## src/rtl/fcvt_arb.sv

```systemverilog
// fcvt_arb: two-requester round-robin arbiter feeding one registered
// float32 -> int32 converter (truncation toward zero).
//
// Ports
//   clk, rst                  clock, synchronous active-high reset
//   in0_valid/in1_valid       requester holds a float operand
//   in0_a/in1_a [31:0]        IEEE-754 single-precision operands
//   in0_ready/in1_ready       operand accepted this cycle
//   out_valid, out_ready      result register handshake
//   out_d [31:0], out_id      signed integer result and requester index
//   out_p_lost/denorm/invalid per-result flags
//   flags_clr                 clears sticky flags and done_cnt
//   sticky_*                  flags OR-accumulated over output handshakes
//   done_cnt [15:0]           completed output handshakes (wraps)
module fcvt_arb #(
  parameter int unsigned RR_INIT = 0
) (
  input  logic        clk,
  input  logic        rst,
  input  logic        in0_valid,
  input  logic        in1_valid,
  input  logic [31:0] in0_a,
  input  logic [31:0] in1_a,
  output logic        in0_ready,
  output logic        in1_ready,
  output logic        out_valid,
  input  logic        out_ready,
  output logic [31:0] out_d,
  output logic        out_id,
  output logic        out_p_lost,
  output logic        out_denorm,
  output logic        out_invalid,
  input  logic        flags_clr,
  output logic        sticky_p_lost,
  output logic        sticky_denorm,
  output logic        sticky_invalid,
  output logic [15:0] done_cnt
);

  logic        prio_q, prio_d;
  logic        out_valid_q, out_valid_d;
  logic [31:0] out_d_q, out_d_d;
  logic        out_id_q, out_id_d;
  logic        out_pl_q, out_pl_d;
  logic        out_dn_q, out_dn_d;
  logic        out_inv_q, out_inv_d;
  logic        st_pl_q, st_pl_d;
  logic        st_dn_q, st_dn_d;
  logic        st_inv_q, st_inv_d;
  logic [15:0] cnt_q, cnt_d;

  logic        accept, any_vld, gnt_id, take, hs;
  logic [31:0] sel_a;

  // Arbitration and input handshake
  always_comb begin
    accept  = !out_valid_q || out_ready;
    any_vld = in0_valid || in1_valid;
    // Contention goes to the priority holder, otherwise whoever is valid.
    gnt_id  = (in0_valid && in1_valid) ? prio_q : !in0_valid;
    take    = !rst && accept && any_vld;
    in0_ready = take && !gnt_id;
    in1_ready = take && gnt_id;
    sel_a   = gnt_id ? in1_a : in0_a;
  end

  // Conversion of the granted operand
  logic [7:0]  cv_e;
  logic [22:0] cv_f;
  logic [54:0] cv_wide;
  logic [31:0] cv_mag;
  logic [31:0] cv_d;
  logic        cv_pl, cv_dn, cv_inv;

  always_comb begin
    cv_e    = sel_a[30:23];
    cv_f    = sel_a[22:0];
    // Hidden-1 mantissa shifted by the unbiased exponent: bits [54:23] are
    // the integer part, [22:0] the discarded fraction.
    cv_wide = 55'({1'b1, cv_f}) << (cv_e - 8'd127);
    cv_mag  = cv_wide[54:23];
    cv_dn   = (cv_e == 8'd0) && (cv_f != 23'd0);
    cv_d    = '0;
    cv_pl   = 1'b0;
    cv_inv  = 1'b0;
    if (cv_e == 8'd0) begin
      cv_pl = cv_dn;
    end else if (cv_e <= 8'd126) begin
      cv_pl = 1'b1;
    end else if (cv_e <= 8'd157) begin
      cv_d  = sel_a[31] ? -cv_mag : cv_mag;
      cv_pl = |cv_wide[22:0];
    end else begin
      // -2^31 is exactly representable; everything else overflows.
      cv_d   = 32'h8000_0000;
      cv_inv = (sel_a != 32'hCF00_0000);
    end
  end

  // Next-state logic
  always_comb begin
    prio_d      = prio_q;
    out_valid_d = out_valid_q;
    out_d_d     = out_d_q;
    out_id_d    = out_id_q;
    out_pl_d    = out_pl_q;
    out_dn_d    = out_dn_q;
    out_inv_d   = out_inv_q;

    if (accept) begin
      out_valid_d = any_vld;
      if (any_vld) begin
        out_d_d   = cv_d;
        out_id_d  = gnt_id;
        out_pl_d  = cv_pl;
        out_dn_d  = cv_dn;
        out_inv_d = cv_inv;
        prio_d    = !gnt_id;
      end
    end

    // Clear and a coinciding handshake combine: cleared base plus this result.
    hs       = out_valid_q && out_ready;
    st_pl_d  = (flags_clr ? 1'b0 : st_pl_q)  | (hs & out_pl_q);
    st_dn_d  = (flags_clr ? 1'b0 : st_dn_q)  | (hs & out_dn_q);
    st_inv_d = (flags_clr ? 1'b0 : st_inv_q) | (hs & out_inv_q);
    cnt_d    = (flags_clr ? 16'd0 : cnt_q) + {15'd0, hs};
  end

  always_ff @(posedge clk) begin
    if (rst) begin
      prio_q      <= RR_INIT[0];
      out_valid_q <= 1'b0;
      out_d_q     <= '0;
      out_id_q    <= 1'b0;
      out_pl_q    <= 1'b0;
      out_dn_q    <= 1'b0;
      out_inv_q   <= 1'b0;
      st_pl_q     <= 1'b0;
      st_dn_q     <= 1'b0;
      st_inv_q    <= 1'b0;
      cnt_q       <= '0;
    end else begin
      prio_q      <= prio_d;
      out_valid_q <= out_valid_d;
      out_d_q     <= out_d_d;
      out_id_q    <= out_id_d;
      out_pl_q    <= out_pl_d;
      out_dn_q    <= out_dn_d;
      out_inv_q   <= out_inv_d;
      st_pl_q     <= st_pl_d;
      st_dn_q     <= st_dn_d;
      st_inv_q    <= st_inv_d;
      cnt_q       <= cnt_d;
    end
  end

  assign out_valid      = out_valid_q;
  assign out_d          = out_d_q;
  assign out_id         = out_id_q;
  assign out_p_lost     = out_pl_q;
  assign out_denorm     = out_dn_q;
  assign out_invalid    = out_inv_q;
  assign sticky_p_lost  = st_pl_q;
  assign sticky_denorm  = st_dn_q;
  assign sticky_invalid = st_inv_q;
  assign done_cnt       = cnt_q;

endmodule

```

## config.mk

```make
export PLATFORM = sky130hd
export DESIGN_NAME = fcvt_arb
export DESIGN_NICKNAME = d
export VERILOG_FILES = /design/src/rtl/fcvt_arb.sv
export SDC_FILE = /design/constraint.sdc
export NUM_CORES = 1
export LEC_CHECK = 0
export ABC_AREA = 1
export BUFFER_PORTS_ARGS = -buffer_cell sky130_fd_sc_hd__clkbuf_2
export CORE_MARGIN = 5
export CORE_UTILIZATION = 57
export DETAILED_ROUTE_END_ITERATION = 7
export PLACE_DENSITY = 0.9
export REMOVE_ABC_BUFFERS = 1
export SETUP_SLACK_MARGIN = 0.1
export SYNTH_ARGS = -nofsm -noshare
export SYNTH_HDL_FRONTEND = slang
export SYNTH_SLANG_ARGS = --single-unit
```

## constraint.sdc

```tcl
create_clock -name clk -period 4.9 [get_ports clk]
set_input_delay 0.98 -clock clk [delete_from_list [all_inputs] [get_ports clk]]
set_output_delay 0.98 -clock clk [all_outputs]
set_load 0.02 [all_outputs]
```

==> tab_implementation.tex, run 1 <==
\begin{tabular}{lr}
\hline
Metric & Value \\
\hline
\multicolumn{2}{l}{\textbf{Synthesis}} \\
Distinct cells, synth & 52 \\
Top area cells in the synthesized netlist & nand2\_1 (18\%), dfxtp\_1 (17\%), nand3\_1 (17\%), nand4\_1 (4.9\%), a21oi\_1 (4.6\%) \\
Synth area leader & nand2\_1 \\
Share of the synthesized area in the top cell type & a little under a fifth \\
Per-instance average area after synthesis & between 5 and 6 µm² \\
Post-Synthesis Cell Area & about 6600 µm² \\
Number of flip-flops and latches in the synthesized netlist & 57 \\
Sequential element share of the synthesized area & about 17\% \\
Yosys warning count & 0 \\
Post-Synthesis Cells & between 1,000 and 1,500 \\
\multicolumn{2}{l}{\textbf{Timing}} \\
Final setup violating endpoints & 0 \\
Final worst slack & roughly 620 ps \\
Part of the cycle the worst path needs & slightly below 90\% \\
Pins Over Slew Limit & 0 \\
Relative slew slack & between 60\% and 70\% \\
RSZ-0062 raised after global routing & no \\
Slew at the pin closest to its max-slew limit & approximately 580 ps \\
Highest attainable clock frequency & roughly 0.23 GHz \\
Hold Vio Cnt, Final & 0 \\
Skew final & around 10 ps \\
Minimum period implied by the final worst setup slack & $\sim$4300 ps \\
Setup TNS & 0 ps \\
\multicolumn{2}{l}{\textbf{Global route}} \\
Via count of the first global-routing pass & roughly 7,300 \\
Maximum number of pins on one net before global-route repair & between 40 and 50 \\
Overall global routing resource usage & 30.0\% \\
Global-route wire length before repair & around 36 mm \\
Remaining global-route overflow & 0 \\
Initial antenna violation count & 0 \\
\multicolumn{2}{l}{\textbf{Critical path}} \\
Crit Path Max Fanout & 32 \\
Crit end category & register \\
Start-to-end type of the worst setup path & input pin to register \\
Required time of the critical path & between 5000 and 6000 ps \\
Startpoint types & input pin \\
Data arrival time of the critical path & around 4500 ps \\
\multicolumn{2}{l}{\textbf{Die}} \\
Cell Rows & 39 \\
Initial core utilization & just under 60\% \\
Count of pins on the block boundary & 128 \\
Horizontal die dimension & roughly 120 µm \\
Standard cell core area & $\sim$11,000 µm² \\
Die Height & 118 µm \\
Area of the die & around 14,000 µm² \\
\multicolumn{2}{l}{\textbf{Final layout}} \\
Area overhead of the layout relative to synthesis & 14.3\% \\
Most common library cell in the layout ignoring fill and taps & nand2\_1 \\
Layout Cell Area excl Fill & around 7500 µm² \\
\# diodes & 0 \\
Highest-count cells in the layout ignoring fill and taps & nand2\_1 (320), nand3\_1 (225), clkbuf\_2 (127) \\
Filler cell count & around 1,100 \\
Final net count & 1,304 \\
FF/Latch Area & 1140 µm² \\
Area used by multi-input combinational logic & just under 5000 µm² \\
Share of post-route cells with drive strength above 1 & 22.3\% \\
\multicolumn{2}{l}{\textbf{Detailed routing}} \\
Drt first pass iters & 6 \\
Total via count in the routed design & 8,027 \\
Count of nets left with antenna violations after detail routing & 0 \\
Total wire length & 21.4 mm \\
Vias per cell & between 5 and 6 \\
Detail-routed net length per standard cell & between 15 and 20 µm \\
DRC marker count from the first detailed-route iteration & around 1,100 \\
Drt drc & 0 \\
\multicolumn{2}{l}{\textbf{Pwr}} \\
Clock power frac & around a quarter \\
VDD IR-drop max & 0.317 mV \\
Reported leakage power & around 3.7 nW \\
Switching Fraction & 47.7\% \\
Net load switching power & around 0.0011 W \\
Cell area power density & between 300 and 400 nW/µm² \\
Pint & between 0.001 and 0.0015 W \\
Flop pwr share & a little over a fifth \\
Combinational power share & approximately 55\% \\
\multicolumn{2}{l}{\textbf{Run}} \\
Number of max-capacitance violations reported & 0 \\
\multicolumn{2}{l}{\textbf{CTS}} \\
Insertion delay to the later sink of the worst-skew pair & $\sim$330 ps \\
Maximum clock path buffer count & 2 \\
Setup repair bufs after CTS & 0 \\
Clock tree from TritonCTS & built \\
Count of clock tree sinks & between 50 and 60 \\
Root cell of the clock tree & clkbuf\_16 \\
Maximum level of the CTS H-tree & 3 \\
Register clock-pin slew on the reported worst setup and hold paths & 40 ps \\
Number of buffers inserted during clock tree synthesis & 9 \\
\multicolumn{2}{l}{\textbf{Place}} \\
Quantity of I/O buffers inserted on ports & around 130 \\
Instance area at placement & 7240 µm² \\
DP Worst Slack & 242 ps \\
Estimated wirelength of the detail-placed design & 16.7 mm \\
Final weighted congestion in routability-driven placement & approximately 1.0 \\
\multicolumn{2}{l}{\textbf{Status}} \\
Outcome & complete, no violations \\
\multicolumn{2}{l}{\textbf{Hold path}} \\
Classification of the worst-slack hold path & register to register \\
\hline
\end{tabular}
[state kept, by name (all words and copies together), names as in the netlist]
| register | count |
|---|---|
| sticky_denorm | 1 |
| sticky_p_lost | 1 |
| prio_q | 1 |
| out_denorm | 1 |
| out_p_lost | 1 |
| done_cnt | 16 |
| out_invalid | 1 |
| out_valid | 1 |
| out_id | 1 |
| out_d | 32 |
| sticky_invalid | 1 |
[timing repair]
| action | 4_1_cts | 5_1_grt |
|---|---|---|
| resized for setup | 0 | 3 |
| endpoints found under the setup margin | 0 | 2 |
| hold buffers | 0 | 0 |
[worst paths after layout]
check / startpoint / endpoint / slack [ps] / cells past startpoint
hold reg to reg: out_d[11]$_SDFFE_PP0P_ / out_d[11]$_SDFFE_PP0P_ / 460 / 2
hold / removal: out_d[11]$_SDFFE_PP0P_ / out_d[11]$_SDFFE_PP0P_ / 460 / 2
setup / recovery: in0_valid / out_d[28]$_SDFFE_PP0P_ / 620 / 24
setup reg to reg: prio_q$_SDFFE_PP0P_ / out_d[28]$_SDFFE_PP0P_ / 1010 / 23
[critical path, cell delays in order]
cell and delay [ps]:
clkbuf_2 220, nand2_8 140, o21ai_4 260, inv_2 60
ha_1 200, inv_1 150, xor2_2 180, buf_4 360
nand3_1 150, nand2_1 110, nand2_1 80, nand3_1 110
nand2_1 90, inv_2 70, ha_1 200, nand3_1 90
nor2_1 170, nand3_1 150, nand2_1 140, nand3_2 120
nor2_2 140, nand3_1 100, nand3_1 100, a21oi_1 60
[through the flow]
step | total power [W] | hold WS, ps | utilization (%) | cells
floorplan | 0.00144 | 527 | - | 1067
detailed placement | 0.00179 | 455 | 63.7 | 1357
CTS | 0.00236 | 462 | 66.1 | 1371
global route | 0.00257 | 476 | 66.3 | 1372
global placement | 0.00178 | 451 | 63.7 | 1357
finish | 0.00239 | 459 | 66.3 | 1372
[cells by family (layout without fill, tap and decap cells)]
family | after synthesis | count (layout) | share of synthesized area [%]
adders and majority gates | 8 | 8 | 1.52
buffers and inverters | 153 | 252 | 10.2
DFF | 57 | 57 | 17.3
muxes | 1 | 1 | 0.152
and+or+nand+nor | 770 | 770 | 58.0
AOI/OAI and AO/OA | 136 | 136 | 11.7
xor gates and xnor gates | 5 | 5 | 1.06
[cell type report]
| type | count | area share (%) |
|---|---|---|
| Clock buffer | 11 | 3.35 |
| Clock inverter | 3 | 0.232 |
| Inverter | 90 | 4.53 |
| Multi-Input combinational cell | 920 | 63.9 |
| Sequential cell | 57 | 15.1 |
| Tap cell | 143 | 2.37 |
| Timing Repair Buffer | 147 | 10.4 |
| Timing Repair inverter | 1 | 0.0664 |
[layer usage]
metal / up-vias / share of wire, % / global-route usage, %
met3: 52 / 8.2 / 5.14
met1: 3556 / 43 / 40.2
met4: 0 / 2.6 / 10.3
met5: - / 0 / 0
met2: 397 / 46 / 48.6
li1: 4022 / - / -
[power by group through the flow]
| stage | combinational, W | sequential, W | clock (W) |
|---|---|---|---|
| 2_1_floorplan | 0.000901 | 0.000542 | 0 |
| 3_3_place_gp | 0.00126 | 0.000513 | 0 |
| 3_5_place_dp | 0.00128 | 0.000514 | 0 |
| 4_1_cts | 0.00128 | 0.000505 | 0.000570 |
| 5_1_grt | 0.00146 | 0.000507 | 0.000598 |
| 6_report | 0.00132 | 0.000505 | 0.000570 |
[synthesized netlist by cell type (all sizes together)]
cell type	count
o21a	2
nand3	252
o311ai	1
a41oi	1
a21oi	62
nand2	345
buf	38
or2	3
o21ai	51
a21boi	11
a211oi	1
o211ai	4
nor2	88
clkinv	2
a31oi	1
nor4	7
clkbuf	25
mux2i	1
nor3b	2
nor3	8
inv	88
nand4	61
xor2	5
a22o	1
or3	1
o31ai	1
dfxtp	57
ha	8
nand3b	3
(Power assumes the default switching activity.)
==> run 2, diff against run 1 <==
CORE_ASPECT_RATIO = 1.5   (was default)
==> run 2 against run 1 <==
Against the previous run: non-clock buffer count unchanged; routed wire length up 7.3%; critical path depth is 2 higher; combinational power barely moved; total power increased by 5.8%; setup slack got worse by 93 ps; maximum frequency shrank 2.1%; clock power increased by 20%; highest routed layer unchanged; critical path type unchanged; global-route usage up 3.0 points; largest power group unchanged; hold slack improved by 4.7 ps.
==> tab_implementation.tex, run 2 (synthesized netlist as in run 1, its figures left out) <==
\begin{tabular}{lr}
\hline
Metric & Value \\
\hline
\multicolumn{2}{l}{\textbf{Place}} \\
Estimated wirelength of the detail-placed design & 18.5 mm (was 16.7 mm) \\
Final weighted congestion in routability-driven placement & 1.04 (was 1.03) \\
Cell Count Post-Placement & 1,364 (was 1,357) \\
Quantity of I/O buffers inserted on ports & 127 (unchanged) \\
\multicolumn{2}{l}{\textbf{Final layout}} \\
Finished Core Util & 66.4\% (was 66.3\%) \\
Filler cell count & 1,044 (was 1,101) \\
FF/Latch Area & 1140 µm² (unchanged) \\
Share of post-route cells with drive strength above 1 & 22.3\% (about the same) \\
\# diodes & 0 (unchanged) \\
Max reg flops & 32 (unchanged) \\
Highest-count cells in the layout ignoring fill and taps & nand2\_1 (320), nand3\_1 (225), clkbuf\_2 (127) (unchanged) \\
Area overhead of the layout relative to synthesis & 15.0\% (was 14.3\%) \\
Final net count & 1,303 (was 1,304) \\
Most common library cell in the layout ignoring fill and taps & nand2\_1 (unchanged) \\
Area used by multi-input combinational logic & 4800 µm² (was 4810 µm²) \\
Final cell count without fillers & 1,380 (was 1,372) \\
\multicolumn{2}{l}{\textbf{Global route}} \\
Maximum number of pins on one net before global-route repair & 44 (was 41) \\
Remaining global-route overflow & 0 (unchanged) \\
Initial antenna violation count & 0 (unchanged) \\
Global-route wire length before repair & 37.4 mm (was 35.7 mm) \\
Overall global routing resource usage & 32.9\% (was 30.0\%) \\
Via count of the first global-routing pass & 7,688 (was 7,333) \\
\multicolumn{2}{l}{\textbf{Detailed routing}} \\
Drt drc & 0 (unchanged) \\
Total wire length & 23.0 mm (was 21.4 mm) \\
Drt first pass iters & 5 (was 6) \\
Detail-routed net length per standard cell & 16.6 µm (was 15.6 µm) \\
Vias per cell & 5.85 (about the same) \\
DRC marker count from the first detailed-route iteration & 502 (was 1,129) \\
Total via count in the routed design & 8,076 (was 8,027) \\
Count of nets left with antenna violations after detail routing & 0 (unchanged) \\
\multicolumn{2}{l}{\textbf{Hold path}} \\
Worst hold path endpoint & out\_d[12]\$\_SDFFE\_PP0P\_ (was out\_d[11]\$\_SDFFE\_PP0P\_) \\
Hold\_sp & out\_d[12]\$\_SDFFE\_PP0P\_ (was out\_d[11]\$\_SDFFE\_PP0P\_) \\
Classification of the worst-slack hold path & register to register (unchanged) \\
Number of cells on the worst hold path & 2 (unchanged) \\
\multicolumn{2}{l}{\textbf{CTS}} \\
Count of instances resized after the clock tree is built & 0 (unchanged) \\
Setup repair bufs after CTS & 0 (unchanged) \\
Register clock-pin slew on the reported worst setup and hold paths & 50 ps (was 40 ps) \\
Maximum level of the CTS H-tree & 3 (unchanged) \\
Root cell of the clock tree & clkbuf\_16 (unchanged) \\
Clock tree from TritonCTS & built (unchanged) \\
Hold bufs inserted after CTS & 0 (unchanged) \\
Insertion delay to the later sink of the worst-skew pair & 340 ps (was 330 ps) \\
Maximum clock path buffer count & 2 (unchanged) \\
Number of buffers inserted during clock tree synthesis & 9 (unchanged) \\
Count of clock tree sinks & 57 (unchanged) \\
\multicolumn{2}{l}{\textbf{Die}} \\
Cell Rows & 48 (was 39) \\
Count of pins on the block boundary & 128 (unchanged) \\
Area of the die & 13,900 µm² (was 13,800 µm²) \\
Horizontal die dimension & 97.8 µm (was 118 µm) \\
Standard cell core area & 11,400 µm² (about the same) \\
Die Height & 142 µm (was 118 µm) \\
Initial core utilization & 57.8\% (was 58.0\%) \\
\multicolumn{2}{l}{\textbf{Timing}} \\
Slew at the pin closest to its max-slew limit & 637 ps (was 577 ps) \\
Hold Vio Cnt, Final & 0 (unchanged) \\
Worst-case hold slack & 464 ps (was 459 ps) \\
Highest attainable clock frequency & 0.229 GHz (was 0.234 GHz) \\
Part of the cycle the worst path needs & 89.2\% (was 87.3\%) \\
Final setup violating endpoints & 0 (unchanged) \\
Skew final & 6.98 ps (was 10.3 ps) \\
RSZ-0062 raised after global routing & no (unchanged) \\
Setup TNS & 0 ps (unchanged) \\
Pins Over Slew Limit & 0 (unchanged) \\
Minimum period implied by the final worst setup slack & 4370 ps (was 4280 ps) \\
Relative slew slack & 57.2\% (was 61.6\%) \\
\multicolumn{2}{l}{\textbf{Critical path}} \\
Worst-case reg-to-reg path depth & 25 (was 23) \\
Startpoint types & input pin (unchanged) \\
Start-to-end type of the worst setup path & input pin to register (unchanged) \\
Required time of the critical path & 5100 ps (was 5080 ps) \\
Reg-to-reg critical path endpoint & out\_d[24]\$\_SDFFE\_PP0P\_ (was out\_d[28]\$\_SDFFE\_PP0P\_) \\
Data arrival time of the critical path & 4570 ps (was 4460 ps) \\
Register-to-register setup slack & 890 ps (was 1010 ps) \\
Crit Path Max Fanout & 27 (was 32) \\
Crit end category & register (unchanged) \\
FF-to-FF Start & prio\_q\$\_SDFFE\_PP0P\_ (unchanged) \\
\multicolumn{2}{l}{\textbf{Run}} \\
Number of max-capacitance violations reported & 0 (unchanged) \\
\multicolumn{2}{l}{\textbf{Status}} \\
Outcome & complete, no violations (unchanged) \\
\multicolumn{2}{l}{\textbf{Pwr}} \\
Reported leakage power & 3.70 nW (was 3.67 nW) \\
VDD IR-drop max & 0.292 mV (was 0.317 mV) \\
Final total power & 0.00253 W (was 0.00239 W) \\
Cell area power density & 334 nW/µm² (was 317 nW/µm²) \\
\hline
\end{tabular}
[run 2: power by group]
part | internal [W] | switching, W
registers | 0.000490 | 0.0000139
logic | 0.000398 | 0.000945
clock network | 0.000449 | 0.000235
total | 0.00134 | 0.00119
[run 2: worst max path at each step]
stage | cells after the start | to | start
after floorplan | 23 | out_d[24]$_SDFFE_PP0P_ | in1_valid
after global placement | 24 | out_d[12]$_SDFFE_PP0P_ | in1_valid
after detailed placement | 24 | out_d[28]$_SDFFE_PP0P_ | in1_valid
after CTS | 24 | out_d[24]$_SDFFE_PP0P_ | in1_valid
after global routing | 24 | out_d[24]$_SDFFE_PP0P_ | in1_valid
final | 26 | out_d[24]$_SDFFE_PP0P_ | in1_valid
[run 2: routing by layer]
metal	global-route usage (%)	vias to the layer above	share of wire (%)
met2	61.5	309	52
met5	0	-	0
li1	-	4014	-
met3	3.30	77	4.6
met4	20.1	0	6.0
met1	35.3	3676	38
[run 2: stage by stage]
step                      setup slack (ps)  instance area (µm²)
after floorplan                      -1430                 6260
after global placement                 417                 7250
after detailed placement               328                 7250
after CTS                              636                 7580
after global routing                   111                 7580
final                                  530                 7580
[run 2: cell type report]
type / instances / share of cell area (%)
clock buffer: 9 / 2.97
multi-input combinational: 920 / 63.3
inverter: 90 / 4.46
sequential: 57 / 15.1
timing repair buffer: 147 / 10.4
tap: 150 / 2.48
clock inverter: 7 / 1.35
[run 2: critical path, stage by stage]
cell and delay, ps:
clkbuf_2 120, nand2_4 80, nand2_4 210, buf_4 320
inv_1 350, nand2_1 140, nand2_1 90, nand2_1 60
o21ai_0 100, nand2_1 120, nand2_1 80, nand3_1 110
nand3_1 160, nand3_1 130, nand2_1 80, inv_2 70
ha_1 200, nand3_1 90, nor2_1 190, nand3_1 160
nand2_1 140, nand3_2 140, nor2_2 170, nand3_1 90
nand3_1 100, a21oi_1 60
